$ cat src/rtl/cpu_types_pkg.sv
// rtl/cpu_types_pkg.sv - shared CPU/memory types used by the memory arbiter
package cpu_types_pkg;

  typedef logic [31:0] word_t;

  typedef enum logic [1:0] {
    FREE   = 2'b00,
    BUSY   = 2'b01,
    ACCESS = 2'b10,
    ERROR  = 2'b11
  } ramstate_t;

  typedef enum logic [1:0] {
    IDLE   = 2'b00,
    ISERVE = 2'b01,
    DSERVE = 2'b10
  } arb_state_t;

  typedef enum logic {
    OWN_I = 1'b0,
    OWN_D = 1'b1
  } owner_t;

  localparam int STARVE_W = 4;

endpackage

$ cat src/rtl/mem_arbiter.sv
// rtl/mem_arbiter.sv - i-side/d-side arbiter for the unified RAM port with starvation guard
module mem_arbiter
  import cpu_types_pkg::*;
#(
  parameter int STARVE_MAX = 4
) (
  input  logic                CLK,
  input  logic                nRST,
  input  logic                iREN,
  input  word_t               iaddr,
  output word_t               iload,
  output logic                iwait,
  input  logic                dREN,
  input  logic                dWEN,
  input  word_t               daddr,
  input  word_t               dstore,
  output word_t               dload,
  output logic                dwait,
  output logic                ramREN,
  output logic                ramWEN,
  output word_t               ramaddr,
  output word_t               ramstore,
  input  word_t               ramload,
  input  ramstate_t           ramstate,
  output logic [STARVE_W-1:0] starve_cnt
);

  localparam logic [STARVE_W-1:0] STARVE_LIMIT = STARVE_W'(STARVE_MAX);

  arb_state_t            state, next_state;
  word_t                 lat_addr, lat_store;
  logic                  lat_wen;
  owner_t                owner;
  logic [STARVE_W-1:0]   starve_q;

  logic d_req, serving, abort, i_done, d_done, force_i;

  assign d_req   = dREN | dWEN;
  assign serving = (state == ISERVE) || (state == DSERVE);
  // The owner withdrawing its request kills the RAM strobe in the same cycle.
  assign abort   = serving && ((owner == OWN_I) ? !iREN : !d_req);
  assign i_done  = (state == ISERVE) && (ramstate == ACCESS) && !abort;
  assign d_done  = (state == DSERVE) && (ramstate == ACCESS) && !abort;
  assign force_i = iREN && (starve_q == STARVE_LIMIT);

  always_ff @(posedge CLK or negedge nRST) begin
    if (!nRST) begin
      state <= IDLE;
    end else begin
      state <= next_state;
    end
  end

  always_comb begin
    next_state = state;
    unique case (state)
      IDLE: begin
        if (force_i)     next_state = ISERVE;
        else if (d_req)  next_state = DSERVE;
        else if (iREN)   next_state = ISERVE;
        else             next_state = IDLE;
      end
      ISERVE, DSERVE: begin
        if (abort || ramstate == ACCESS || ramstate == ERROR) next_state = IDLE;
      end
      default: next_state = IDLE;
    endcase
  end

  always_comb begin
    ramREN = 1'b0;
    ramWEN = 1'b0;
    if (serving && !abort) begin
      ramWEN = lat_wen;
      ramREN = !lat_wen;
    end
    ramaddr  = lat_addr;
    ramstore = lat_store;
    iwait    = iREN && !i_done;
    dwait    = d_req && !d_done;
    iload    = i_done ? ramload : '0;
    dload    = (d_done && !lat_wen) ? ramload : '0;
  end

  // Request context is captured only on the grant edge and held while serving.
  always_ff @(posedge CLK or negedge nRST) begin
    if (!nRST) begin
      lat_addr  <= '0;
      lat_store <= '0;
      lat_wen   <= 1'b0;
      owner     <= OWN_I;
    end else if (state == IDLE) begin
      if (next_state == DSERVE) begin
        lat_addr  <= daddr;
        lat_store <= dstore;
        lat_wen   <= dWEN;
        owner     <= OWN_D;
      end else if (next_state == ISERVE) begin
        lat_addr  <= iaddr;
        lat_wen   <= 1'b0;
        owner     <= OWN_I;
      end
    end
  end

  always_ff @(posedge CLK or negedge nRST) begin
    if (!nRST) begin
      starve_q <= '0;
    end else if (!iREN || i_done) begin
      starve_q <= '0;
    end else if (d_done && starve_q != STARVE_LIMIT) begin
      starve_q <= starve_q + 1'b1;
    end
  end

  assign starve_cnt = starve_q;

endmodule

$ cat config.mk
export PLATFORM = sky130hd
export DESIGN_NAME = mem_arbiter
export DESIGN_NICKNAME = d
export VERILOG_FILES = /design/src/rtl/cpu_types_pkg.sv /design/src/rtl/mem_arbiter.sv
export SDC_FILE = /design/constraint.sdc
export NUM_CORES = 1
export LEC_CHECK = 0
export CELL_PAD_IN_SITES_DETAIL_PLACEMENT = 1
export CELL_PAD_IN_SITES_GLOBAL_PLACEMENT = 2
export CORE_ASPECT_RATIO = 0.8
export CORE_MARGIN = 2
export CORE_UTILIZATION = 18
export CTS_CLUSTER_DIAMETER = 30
export DETAILED_ROUTE_END_ITERATION = 10
export PLACE_DENSITY_LB_ADDON = 0.1
export RECOVER_POWER = 50
export SLEW_MARGIN = 5
export SYNTH_ARGS = -nofsm -noshare
export SYNTH_HDL_FRONTEND = slang
export SYNTH_SLANG_ARGS = --single-unit
$ cat constraint.sdc
create_clock -name CLK -period 3.25 [get_ports CLK]
set_input_delay 0.4875 -clock CLK [delete_from_list [all_inputs] [get_ports CLK]]
set_output_delay 0.4875 -clock CLK [all_outputs]
set_load 0.02 [all_outputs]
; Word level (Yosys, flattened, before mapping)
; Cells that the tools add are included.
[classes]
eq_ne = 8
muxes = 17
n_bitwise = 1
n_reduce_logical = 27
add_sub_neg = 1
[ops]
columns = op, n
row1 = 32-bit 2-to-1 mux, 4
row2 = 1-bit logical AND, 11
row3 = 2-bit == test (second input constant), 4
row4 = 4-bit 2-to-1 mux, 2
row5 = 1-bit 2-to-1 mux, 7
row6 = 1-bit logical NOT, 6
row7 = 2-bit 2-to-1 mux, 3
row8 = 4-bit by 1-bit adder with 4-bit output (second input constant), 1
row9 = 2-bit by 1-bit == test with 1-bit output (second input constant), 2
row10 = 4-bit by 3-bit == test with 1-bit output (second input constant), 1
row11 = 1-bit logical OR, 4
row12 = 4-bit by 3-bit inequality test with 1-bit output (second input constant), 1
row13 = 2-bit one-hot mux with 2 select lines, 1
row14 = 2-bit AND reduction, 2
row15 = 2-bit nonzero test, 2
row16 = 2-bit logical NOT, 1
row17 = 2-bit OR reduction, 1
row18 = 1-bit OR, 1
[totals]
output_inout_bits = 136
in_bits = 135
ff_bits = 72

; Longest topological paths before layout
; Gate-level depths: netlist of the first run.
[depth]
word_depth = 11
ltp_mapped = 12
ltp_nobuf = 10

; Worst setup path before layout of the first run
; Ideal clock, no wire load.
[synth_timing]
path_type = register to register
start = register state[0]
end = register lat_store[0], in the netlist ramstore[0]
arrival_ns = 2.511
path_stages_with_launch = 12
setup_ns = 0.125
required_time_ns = 3.125
path_slack_ns = 0.614
cell_sequence = dfrtp_1 inv_1 ha_1 inv_1 a211oi_1 nand3_1 a21o_1 ha_1 buf_2 nand2_1 buf_1 mux2_2
[synth_via]
elab_chain_len = 9
elab_cells_between_ends = 12
cone_classes = eq/ne: 3 / mux: 2 / reduce/logical: 7
[synth_rtl]
columns = item, line
row1 = from (decl), mem_arbiter.sv:30  ; arb_state_t state, next_state;
row2 = from (signal assigned), mem_arbiter.sv:50  ; state <= next_state;
row3 = 2-bit by 1-bit == test with 1-bit output or 2-bit == test (tied branches), "mem_arbiter.sv:39, mem_arbiter.sv:56"
row4 = 1-bit logical OR, mem_arbiter.sv:39  ; assign serving = (state == ISERVE) || (state == DSERVE);
row5 = 1-bit logical AND, mem_arbiter.sv:41  ; assign abort = serving && ((owner == OWN_I) ? !iREN : !d_req);
row6 = 1-bit logical OR (2 in a row), mem_arbiter.sv:64  ; if (abort || ramstate == ACCESS || ramstate == ERROR) next_state = IDLE;
row7 = 2-bit 2-to-1 mux, mem_arbiter.sv:64
row8 = 2-bit one-hot mux with 2 select lines, mem_arbiter.sv:56  ; unique case (state)
row9 = 2-bit == test, mem_arbiter.sv:93  ; if (next_state == DSERVE) begin
row10 = 2-bit AND reduction (no line) (*), -
row11 = to (signal assigned), mem_arbiter.sv:95  ; lat_store <= dstore;
row12 = to (decl), mem_arbiter.sv:31  ; word_t lat_addr, lat_store;
; Every way passes the cells marked *; elsewhere a longest branch is shown, timed or not.
; A chain may end at the register's enable or synchronous reset.

; Final worst setup path of the first run
[layout_timing]
start = register state[0]
end = output dload[22]
[layout_via]
elab_chain_len = 7
elab_cells_between_ends = 9
cone_classes = eq/ne: 2 / mux: 1 / reduce/logical: 6
[layout_rtl]
columns = item, line
row1 = 2-bit by 1-bit == test with 1-bit output or 2-bit == test (tied branches), "mem_arbiter.sv:39, mem_arbiter.sv:43"
row2 = 1-bit logical OR, mem_arbiter.sv:39
row3 = 1-bit logical AND, mem_arbiter.sv:41
row4 = 1-bit logical NOT, mem_arbiter.sv:43  ; assign d_done = (state == DSERVE) && (ramstate == ACCESS) && !abort;
row5 = 1-bit logical AND (*), mem_arbiter.sv:43
row6 = 1-bit logical AND (*), mem_arbiter.sv:82  ; dload = (d_done && !lat_wen) ? ramload : '0;
row7 = 32-bit 2-to-1 mux (*), mem_arbiter.sv:82
row8 = to (decl), mem_arbiter.sv:17  ; output word_t dload,
; Marks and branches as above.

==> results of run 1 <==
==> sequential cells by signal, summed over array words and instances (netlist names) <==
name	count
ramstore	32
starve_cnt	4
state	2
owner	1
ramaddr	32
lat_wen	1
==> power groups by stage <==
stage | clock network (mW) | registers, mW | logic (mW)
detailed placement | 0 | 1.57 | 3.11
global route | 1.08 | 1.61 | 3.15
finish | 0.993 | 1.54 | 2.88
floorplan | 0 | 2.04 | 1.11
CTS | 1.04 | 1.57 | 3.09
global placement | 0 | 1.54 | 3.08
==> what timing repair did <==
item / 4_1_cts / 5_1_grt
cloned: 0 / 0
gates resized for setup: 32 / 3
setup endpoints to repair: 32 / 20
==> path summary, 6_finish.rpt <==
kind / slack (ps) / startpoint / cells past startpoint / to
setup / recovery: 180 / state[0] / 8 / dload[22]
hold / removal: 470 / ramaddr[30] / 2 / ramaddr[30]
setup reg to reg: 580 / state[0] / 10 / ramstore[30]
hold reg to reg: 470 / ramaddr[30] / 2 / ramaddr[30]
max in group asynchronous: 1460 / nRST / 1 / ramaddr[24]
min in group asynchronous: 660 / nRST / 1 / ramstore[19]
==> layout make-up <==
type,instances,share of cell area
clock buffer,9,0.0322
timing repair buffer,281,0.400
inverter,7,0.00376
sequential,72,0.258
clock inverter,6,0.00966
tap,264,0.0472
multi-input combinational,244,0.250
==> cells by family (layout without fill, tap and decap cells) <==
logic type,after synthesis,in the layout
flops,72,72
mux,65,65
buf+inv,27,303
compound gates,48,48
simple gates,124,124
fa+ha+maj,7,7
==> routing by layer <==
| layer | vias up | routed length, µm |
|---|---|---|
| met3 | 13 | 1250 |
| li1 | 1702 | - |
| met5 | - | 0 |
| met4 | 0 | 174 |
| met2 | 128 | 6850 |
| met1 | 1674 | 5510 |
==> cell usage in the layout, fill, tap and decap left out, types with 2 or more instances in the layout <==
cell type / instances
sky130_fd_sc_hd__a21oi_1: 6
sky130_fd_sc_hd__and2_1: 65
sky130_fd_sc_hd__buf_12: 4
sky130_fd_sc_hd__buf_4: 6
sky130_fd_sc_hd__clkbuf_16: 9
sky130_fd_sc_hd__clkdlybuf4s50_1: 170
sky130_fd_sc_hd__clkinvlp_4: 2
sky130_fd_sc_hd__dfrtp_1: 72
sky130_fd_sc_hd__dlygate4sd2_1: 32
sky130_fd_sc_hd__dlygate4sd3_1: 67
sky130_fd_sc_hd__ha_1: 6
sky130_fd_sc_hd__inv_1: 7
sky130_fd_sc_hd__inv_6: 2
sky130_fd_sc_hd__mux2_2: 33
sky130_fd_sc_hd__mux2i_1: 32
sky130_fd_sc_hd__nand2_1: 36
sky130_fd_sc_hd__nand3_1: 4
sky130_fd_sc_hd__nand3b_1: 3
sky130_fd_sc_hd__nor2_1: 5
sky130_fd_sc_hd__o21ai_0: 38
==> metrics by stage <==
step	hold slack (ps)	power [mW]	cell area (µm²)	instances	setup slack (ps)
floorplan	192	3.16	3630	343	614
global placement	464	4.62	6730	868	142
detailed placement	475	4.67	6730	868	82.2
CTS	346	5.70	6980	883	58.8
global route	509	5.83	6990	883	0.446
finish	475	5.41	6990	883	175
==> worst max-delay path: stages, from the launching register on <==
cell,delay [ps]
sky130_fd_sc_hd__dfrtp_1,410
sky130_fd_sc_hd__inv_1,90
sky130_fd_sc_hd__ha_1,330
sky130_fd_sc_hd__nor4bb_4,180
sky130_fd_sc_hd__or3_4,390
sky130_fd_sc_hd__nor2_1,180
sky130_fd_sc_hd__buf_12,190
sky130_fd_sc_hd__and2_1,150
sky130_fd_sc_hd__dlygate4sd2_1,330
==> impl_metrics.toml, run 1 <==
[outcome]
outcome = "finished, violations left"
failing_checks = "max-capacitance violations, max-slew violations"

[synth]
yosys_most_used_dff = "sky130_fd_sc_hd__dfrtp_1"
synth.distinct_cells = 28
synth_enable_flop_cells = 0
post_synth_adder_cell_area = 0.0241
post_synth_inst_count = 343
netlist.area_leader.share = 0.496
synth.most_common_cell = "sky130_fd_sc_hd__dfrtp_1"
synth_top_area_cell = "sky130_fd_sc_hd__dfrtp_1"
synthesized_netlist_net_count = 485
synthTopCellsByCount = "72 x sky130_fd_sc_hd__dfrtp_1, 65 x sky130_fd_sc_hd__and2_1, 38 x sky130_fd_sc_hd__o21ai_0, 36 x sky130_fd_sc_hd__nand2_1, 33 x sky130_fd_sc_hd__mux2_2"
synth-compound-area-share = 0.0685
basic_gate_share_of_the_synthesized_area_counting_and_or_nand_and_nor_cells = 0.192
syn-cell-area_um2 = 3630
post_synth_xor_area_fraction = 0
ys_warn_count = 0
yosys-mux-area-fraction = 0.190
postSynth.asyncResetShare = 1.00
netlist_top_cells_area = "sky130_fd_sc_hd__dfrtp_1 50%, sky130_fd_sc_hd__and2_1 11%, sky130_fd_sc_hd__mux2_2 10%"
synth.ff_latch_count = 72
synth-seq-area-share = 0.496
avgSynthCellArea_um2 = 10.6
main_combinational_cell_family_by_area_after_synthesis = "simple AND/OR/NAND/NOR gates"

[placed_design]
finalWeightedCongestion = 0.696
io_buffer_count = 270
place_hpwl_um = 10900

[clocking]
root_buffer = "sky130_fd_sc_hd__clkbuf_16"
cts_sinks = 72
clk_transition_reported_paths_ps = 60
post-cts-setup-buffer-count = 0
cts.hold.buffers_added = 0
clk_path_buf_depth = 2
worst_skew_pair.late_latency_ps = 340
cts_tree = "yes"
cts_htree_levels = 3
cts_made_buffers = 9

[floorplan]
design.core.area_um2 = 19800
io_pins = 271
dieArea_um2 = 21300
die_h_um = 131
number_of_cell_rows = 46
die_w_um = 163
starting_density = 0.184

[detailed_routing]
detailedRoute.firstPassIterationCount = 4
dr.first_iter.drc_count = 75
detailroute.via_count = 3517
remaining_drc_errors = 0
vias_per_cell = 3.98
detail_route.wirelength_um = 13800
antenna_left = 0
post_drt_wl_per_cell_um = 15.6

[global_route]
first_global_vias = 3865
globalRoute.totalOverflow = 0
antenna_violations_before_repair = 0
grt_most_used_layer = "met2"
grt_use_met3 = 0.0573
gr-usage-all-layers = 0.126
grt_max_degree = 73
groute.layer.met1.usage = 0.145
grt_util_met2 = 0.216
wire_length_of_the_first_global_routing_pass_um = 20900

[power]
internal_power_mw = 3.30
power.share.switching = 0.389
power_density_nw_per_um2 = 773
p_sw_mw = 2.10
clock_group_share_of_total_power = 0.184
leakage_nw = 3.09
power_frac_seq = 0.284
worst_ir_drop_vdd_mv = 0.366
comb_power_share = 0.532

[cells_and_area]
finalNetCount = 757
drive_gt1_frac = 0.107
total_area_of_multi_input_combinational_cells_um2 = 1750
final_standard_cell_utilization_of_the_core = 0.353
areaGrowthSynthToFinish_pct = 92.5
antennaDiodeCount = 0
fillers = 2212
final-seq-area_um2 = 1800

[setup_path]
critical_path.max_fanout = 32
critPathLaunchType = "register"
critical_path_class = "reg -> out"
crit_arrival_ps = 2590
crit_required_ps = 2760
timing.critical_path.to_type = "primary output"

[sta]
timing_max_transition_violations_final = 73
setup_viol = 0
fin_skew_ps = 10.6
final.setup.tns_ps = 0
maxSlewHeadroom = -0.250
final.min_clock_period_ps = 3070
max_slew.worst_pin.slew_ps = 1880
finalHoldViolCount = 0
finalCritPeriodShare = 0.946
rsz0062_at_grt = "no"
fmax_achieved_mhz = 325

[min_path]
hold_class = "reg -> reg"

[job]
max-cap-violations = 1
(Power assumes the default switching activity.)
==> inputs of run 2 (changes only) <==
--- a/config.mk
+++ b/config.mk
@@ -8,7 +8,6 @@
 export CELL_PAD_IN_SITES_DETAIL_PLACEMENT = 1
 export CELL_PAD_IN_SITES_GLOBAL_PLACEMENT = 2
 export CORE_ASPECT_RATIO = 0.8
-export CORE_MARGIN = 2
 export CORE_UTILIZATION = 18
 export CTS_CLUSTER_DIAMETER = 30
 export DETAILED_ROUTE_END_ITERATION = 10
==> run 2 against run 1 <==
  * The run still ends with max-capacitance violations, max-slew violations left
  * Fmax increased by 0.24%
  * Register-to-register slack better by 160 ps
  * Non-clock buffer count did not move
  * Die area decreased by 2.7%
  * Sequential cell count unchanged
  * Highest routed layer unchanged
==> impl_metrics.toml, run 2 (synthesis results as in run 1) <==
[cells_and_area]
stdcell_area_um2 = 7000
total_area_of_multi_input_combinational_cells_um2 = 1740
most_frequent_standard_cell_in_the_layout_excluding_fill_and_tap_cells = "sky130_fd_sc_hd__clkdlybuf4s50_1"
antennaDiodeCount = 0
drive_gt1_frac = 0.106
layout_common_cells = "170 x sky130_fd_sc_hd__clkdlybuf4s50_1, 72 x sky130_fd_sc_hd__dfrtp_1, 67 x sky130_fd_sc_hd__dlygate4sd3_1"
finalNetCount = 757
final-seq-area_um2 = 1800
fillers = 2236
areaGrowthSynthToFinish_pct = 92.7
instances_no_fill = 884

[clocking]
cts_sinks = 72
cts.hold.buffers_added = 0
cts_tree = "yes"
worst_skew_pair.late_latency_ps = 340
clk_transition_reported_paths_ps = 60
post-cts-setup-buffer-count = 0
cts_made_buffers = 9
clk_path_buf_depth = 2
root_buffer = "sky130_fd_sc_hd__clkbuf_16"
cts_htree_levels = 3

[setup_path]
critical_path.max_fanout = 32
crit_required_ps = 2760
crit_arrival_ps = 2580
timing.critical_path.to_type = "primary output"
rrSetupSlack_ps = 740
critPathLaunchType = "register"
critical_path_class = "reg -> out"

[floorplan]
die_w_um = 161
design.core.area_um2 = 19800
die_h_um = 129
io_pins = 271
starting_density = 0.184
number_of_cell_rows = 46
dieArea_um2 = 20800

[global_route]
grt_max_degree = 73
antenna_violations_before_repair = 0
wire_length_of_the_first_global_routing_pass_um = 20500
globalRoute.totalOverflow = 0
gr-usage-all-layers = 0.127
first_global_vias = 3746

[placed_design]
finalWeightedCongestion = 0.730
io_buffer_count = 270
place_hpwl_um = 10400
placed_cells_incl_taps = 868
setup_slack_after_placement_ps = 104
detailed_place.area_um2 = 6730

[power]
leakage_nw = 3.10
worst_ir_drop_vdd_mv = 0.386
fin_total_pwr_mw = 5.45
power_density_nw_per_um2 = 778

[detailed_routing]
detailroute.wirelength.met3_um = 1410
detailroute.via_count = 3534
antenna_left = 0
remaining_drc_errors = 0
detailedRoute.firstPassIterationCount = 4
vias_per_cell = 4.00
dr.first_iter.drc_count = 56
detail_route.wirelength_um = 13400
routed.top_layer = "met4"
post_drt_wl_per_cell_um = 15.1
detail_route.wirelength.met1_um = 5230
routed-wl-met2_um = 6560

[sta]
fin_skew_ps = 12.7
setup_ws_ps = 182
finalHoldViolCount = 0
final.setup.tns_ps = 0
max_slew.worst_pin.slew_ps = 1900
timing_max_transition_violations_final = 73
rsz0062_at_grt = "no"
setup_viol = 0
maxSlewHeadroom = -0.267
finalCritPeriodShare = 0.944
final.min_clock_period_ps = 3070
fmax_achieved_mhz = 326

[job]
max-cap-violations = 1

[min_path]
hold_class = "reg -> reg"

[outcome]
outcome = "finished, violations left"
failing_checks = "max-capacitance violations, max-slew violations"
## run 2: layout make-up
cell class / count / area share
timing repair buffer: 281 / 0.398
sequential: 72 / 0.257
multi-input combinational: 244 / 0.249
tap: 264 / 0.0472
clock buffer: 10 / 0.0341
clock inverter: 6 / 0.0107
inverter: 7 / 0.00375
## run 2: path summary, 6_finish.rpt
path | startpoint | endpoint | cells after the start
max reg2reg | state[0] | ramstore[2] | 11
min reg2reg | ramaddr[4] | ramaddr[4] | 2
min in group asynchronous | nRST | ramstore[10] | 1
max | state[0] | dload[5] | 8
min | ramaddr[4] | ramaddr[4] | 2
max in group asynchronous | nRST | ramaddr[0] | 1
## run 2: report_power, final
part           switching [mW]  internal [mW]  total (mW)  leakage (nW)
Combinational            1.50           1.37        2.87          2.07
Sequential              0.209           1.33        1.54         0.878
Clock                   0.413          0.626        1.04         0.151
## run 2: what timing repair did
item	4_1_cts	5_1_grt
endpoints found under the setup margin	32	1
gates cloned	0	0
gates resized for setup	32	1
pin swaps	0	0
## run 2: through the flow
| step | hold slack, ps | utilization |
|---|---|---|
| finish | 473 | 0.354 |
| global route | 502 | 0.354 |
| CTS | 339 | 0.354 |
| detailed placement | 469 | 0.340 |
| global placement | 464 | 0.340 |
| floorplan | 192 | - |
## run 2: metal layers
layer  global-route usage  vias up
met5                    0        -
met4               0.0311        0
met3               0.0669       11
met2                0.214      132
met1                0.143     1685
li1                     -     1706
## run 2: worst max-delay path, cell delays in order (launching register included)
cell                            delay [ps]
sky130_fd_sc_hd__dfrtp_1               400
sky130_fd_sc_hd__inv_1                  90
sky130_fd_sc_hd__ha_1                  330
sky130_fd_sc_hd__nor4bb_4              180
sky130_fd_sc_hd__or3_4                 390
sky130_fd_sc_hd__nor2_1                180
sky130_fd_sc_hd__buf_12                190
sky130_fd_sc_hd__and2_1                150
sky130_fd_sc_hd__dlygate4sd2_1         340
==> inputs of run 3 (changes only) <==
--- a/config.mk
+++ b/config.mk
@@ -7,13 +7,13 @@
 export LEC_CHECK = 0
 export CELL_PAD_IN_SITES_DETAIL_PLACEMENT = 1
 export CELL_PAD_IN_SITES_GLOBAL_PLACEMENT = 2
-export CORE_ASPECT_RATIO = 0.8
+export CORE_ASPECT_RATIO = 0.9
 export CORE_UTILIZATION = 18
 export CTS_CLUSTER_DIAMETER = 30
 export DETAILED_ROUTE_END_ITERATION = 10
 export PLACE_DENSITY_LB_ADDON = 0.1
 export RECOVER_POWER = 50
-export SLEW_MARGIN = 5
+export SLEW_MARGIN = 20
 export SYNTH_ARGS = -nofsm -noshare
 export SYNTH_HDL_FRONTEND = slang
 export SYNTH_SLANG_ARGS = --single-unit
==> run 3 against run 2 <==
  * The run still ends with max-capacitance violations, max-slew violations left
  * Register-to-register slack worse by 50 ps
  * Combinational power up 2%
  * Hold slack better by 2.4 ps
  * Via count down 0.79%
  * Wire length up 0.56%
  * Worst setup slack better by 3.8 ps
  * Cell area up 1.4%
  * Global-route usage about the same
  * Fmax up 0.12%
  * Critical path depth down 1
==> impl_metrics.toml, run 3 (synthesis results as in run 1) <==
[cells_and_area]
drive_gt1_frac = 0.111
antennaDiodeCount = 0
finalNetCount = 758
fillers = 2181
most_frequent_standard_cell_in_the_layout_excluding_fill_and_tap_cells = "sky130_fd_sc_hd__clkdlybuf4s50_1"
areaGrowthSynthToFinish_pct = 95.4
final_standard_cell_utilization_of_the_core = 0.365
layout_common_cells = "138 x sky130_fd_sc_hd__clkdlybuf4s50_1, 72 x sky130_fd_sc_hd__dfrtp_1, 67 x sky130_fd_sc_hd__dlygate4sd3_1"
final-seq-area_um2 = 1800
total_area_of_multi_input_combinational_cells_um2 = 1750
instances_no_fill = 871

[floorplan]
io_pins = 271
starting_density = 0.187
number_of_cell_rows = 48
dieArea_um2 = 20800
die_w_um = 152
die_h_um = 137
design.core.area_um2 = 19500

[detailed_routing]
detail_route.wirelength.met1_um = 5180
remaining_drc_errors = 0
detailedRoute.firstPassIterationCount = 3
routed.top_layer = "met4"
detailroute.via_count = 3506
vias_per_cell = 4.03
detail_route.wirelength_um = 13400
detailroute.wirelength.met3_um = 975
post_drt_wl_per_cell_um = 15.4
routed-wl-met2_um = 7100
dr.first_iter.drc_count = 77
antenna_left = 0

[sta]
finalHoldViolCount = 0
fin_skew_ps = 5.36
final.min_clock_period_ps = 3060
rsz0062_at_grt = "no"
fmax_achieved_mhz = 326
setup_viol = 0
max_slew.worst_pin.slew_ps = 1890
final.setup.tns_ps = 0
timing_max_transition_violations_final = 73
finalCritPeriodShare = 0.943
maxSlewHeadroom = -0.260

[power]
power_density_nw_per_um2 = 771
clock_group_share_of_total_power = 0.187
power_frac_seq = 0.280
comb_power_share = 0.533
leakage_nw = 3.70
fin_total_pwr_mw = 5.47
power.share.switching = 0.385
internal_power_mw = 3.36
worst_ir_drop_vdd_mv = 0.301
p_sw_mw = 2.11

[clocking]
cts_tree = "yes"
cts_htree_levels = 3
cts.hold.buffers_added = 0
clk_transition_reported_paths_ps = 60
clk_path_buf_depth = 2
root_buffer = "sky130_fd_sc_hd__clkbuf_16"
cts_made_buffers = 9
worst_skew_pair.late_latency_ps = 340
cts_sinks = 72

[setup_path]
critical_path_cell_by_cell = "dlygate4sd3_1 -> buf_4 -> nor2_1 -> a211oi_1 -> buf_4 -> nor2b_1 -> clkdlybuf4s50_1"
critical_path_class = "in -> out"
critPathTopFamily = "buffers and inverters"
critPathLaunchType = "input pin"
crit_required_ps = 2760
worst_path_max_delay_cell = "sky130_fd_sc_hd__clkdlybuf4s50_1"
timing.critical_path.to_type = "primary output"
crit_arrival_ps = 2580
critical_path.max_fanout = 4
path_buf_inv = 4
critical_path.most_common_cell = "sky130_fd_sc_hd__buf_4"
cp_slowest_stage_delay_ps = 650

[global_route]
wire_length_of_the_first_global_routing_pass_um = 19800
gr-usage-all-layers = 0.127
first_global_vias = 3610
antenna_violations_before_repair = 0
grt_max_degree = 73
globalRoute.totalOverflow = 0

[min_path]
hold_class = "reg -> reg"

[outcome]
outcome = "finished, violations left"
failing_checks = "max-capacitance violations, max-slew violations"

[placed_design]
io_buffer_count = 270
place_hpwl_um = 10800
placed_cells_incl_taps = 855
finalWeightedCongestion = 0.700

[job]
max-cap-violations = 1
[run 3: changes by cell type in the layout (fill, tap and decap cells not counted)]
| cell | change |
|---|---|
| sky130_fd_sc_hd__buf_12 | +2 |
| sky130_fd_sc_hd__nor2_2 | +1 |
| sky130_fd_sc_hd__nor3_4 | +1 |
| sky130_fd_sc_hd__clkbuf_1 | -1 |
| sky130_fd_sc_hd__nor2_1 | -1 |
| sky130_fd_sc_hd__clkdlybuf4s50_1 | -32 |
| sky130_fd_sc_hd__inv_8 | -1 |
| sky130_fd_sc_hd__dlymetal6s2s_1 | +32 |
| sky130_fd_sc_hd__clkinv_4 | -1 |
| sky130_fd_sc_hd__clkinv_2 | +1 |
| sky130_fd_sc_hd__nor3_2 | -1 |
| sky130_fd_sc_hd__clkinvlp_4 | +1 |
[run 3: cell type report]
class | instances | area share
clock buffer | 10 | 0.0337
clock inverter | 6 | 0.00952
inverter | 7 | 0.00370
multi-input combinational | 244 | 0.247
sequential | 72 | 0.254
tap | 250 | 0.0441
timing repair buffer | 282 | 0.409
[run 3: final timing paths]
path	slack [ps]	from	to	cells past startpoint
setup / recovery	190	dWEN	ramREN	7
hold / removal	480	ramaddr[1]	ramaddr[1]	2
setup reg to reg	690	state[0]	ramstore[13]	11
hold reg to reg	480	ramaddr[1]	ramaddr[1]	2
max in group asynchronous	1450	nRST	ramstore[29]	1
min in group asynchronous	660	nRST	ramaddr[15]	1
[run 3: power by group through the flow]
stage | clock network, mW | registers (mW) | logic, mW
6_report | 1.02 | 1.53 | 2.92
3_5_place_dp | 0 | 1.57 | 3.14
3_3_place_gp | 0 | 1.54 | 3.11
5_1_grt | 1.10 | 1.61 | 3.18
2_1_floorplan | 0 | 2.04 | 1.11
4_1_cts | 1.07 | 1.56 | 3.13
[run 3: worst min-delay path, delay by kind of cell, from the launching register on]
family,cells,cell delay (ps)
DFF,1,340
and+or+nand+nor,1,40
AOI/OAI and AO/OA,1,60
[run 3: through the flow]
| stage | hold WS [ps] | instance area (µm²) | setup WS [ps] |
|---|---|---|---|
| 2_1_floorplan | 192 | 3630 | 614 |
| 3_3_place_gp | 462 | 6740 | 93.2 |
| 3_5_place_dp | 475 | 6740 | 69.2 |
| 4_1_cts | 347 | 7010 | 32.1 |
| 5_1_grt | 504 | 7100 | 26.0 |
| 6_report | 475 | 7100 | 186 |
[run 3: repair_timing]
item | CTS | global route
endpoints found under the setup margin | 32 | 33
setup buffers | 0 | 0
hold endpoints to repair | 0 | 0
cloned | 0 | 0
resized for setup | 33 | 34
[run 3: per-layer routing]
layer | global-route usage | up-vias
met5 | 0 | -
met2 | 0.224 | 117
met3 | 0.0457 | 12
li1 | - | 1707
met1 | 0.143 | 1670
met4 | 0.0347 | 0
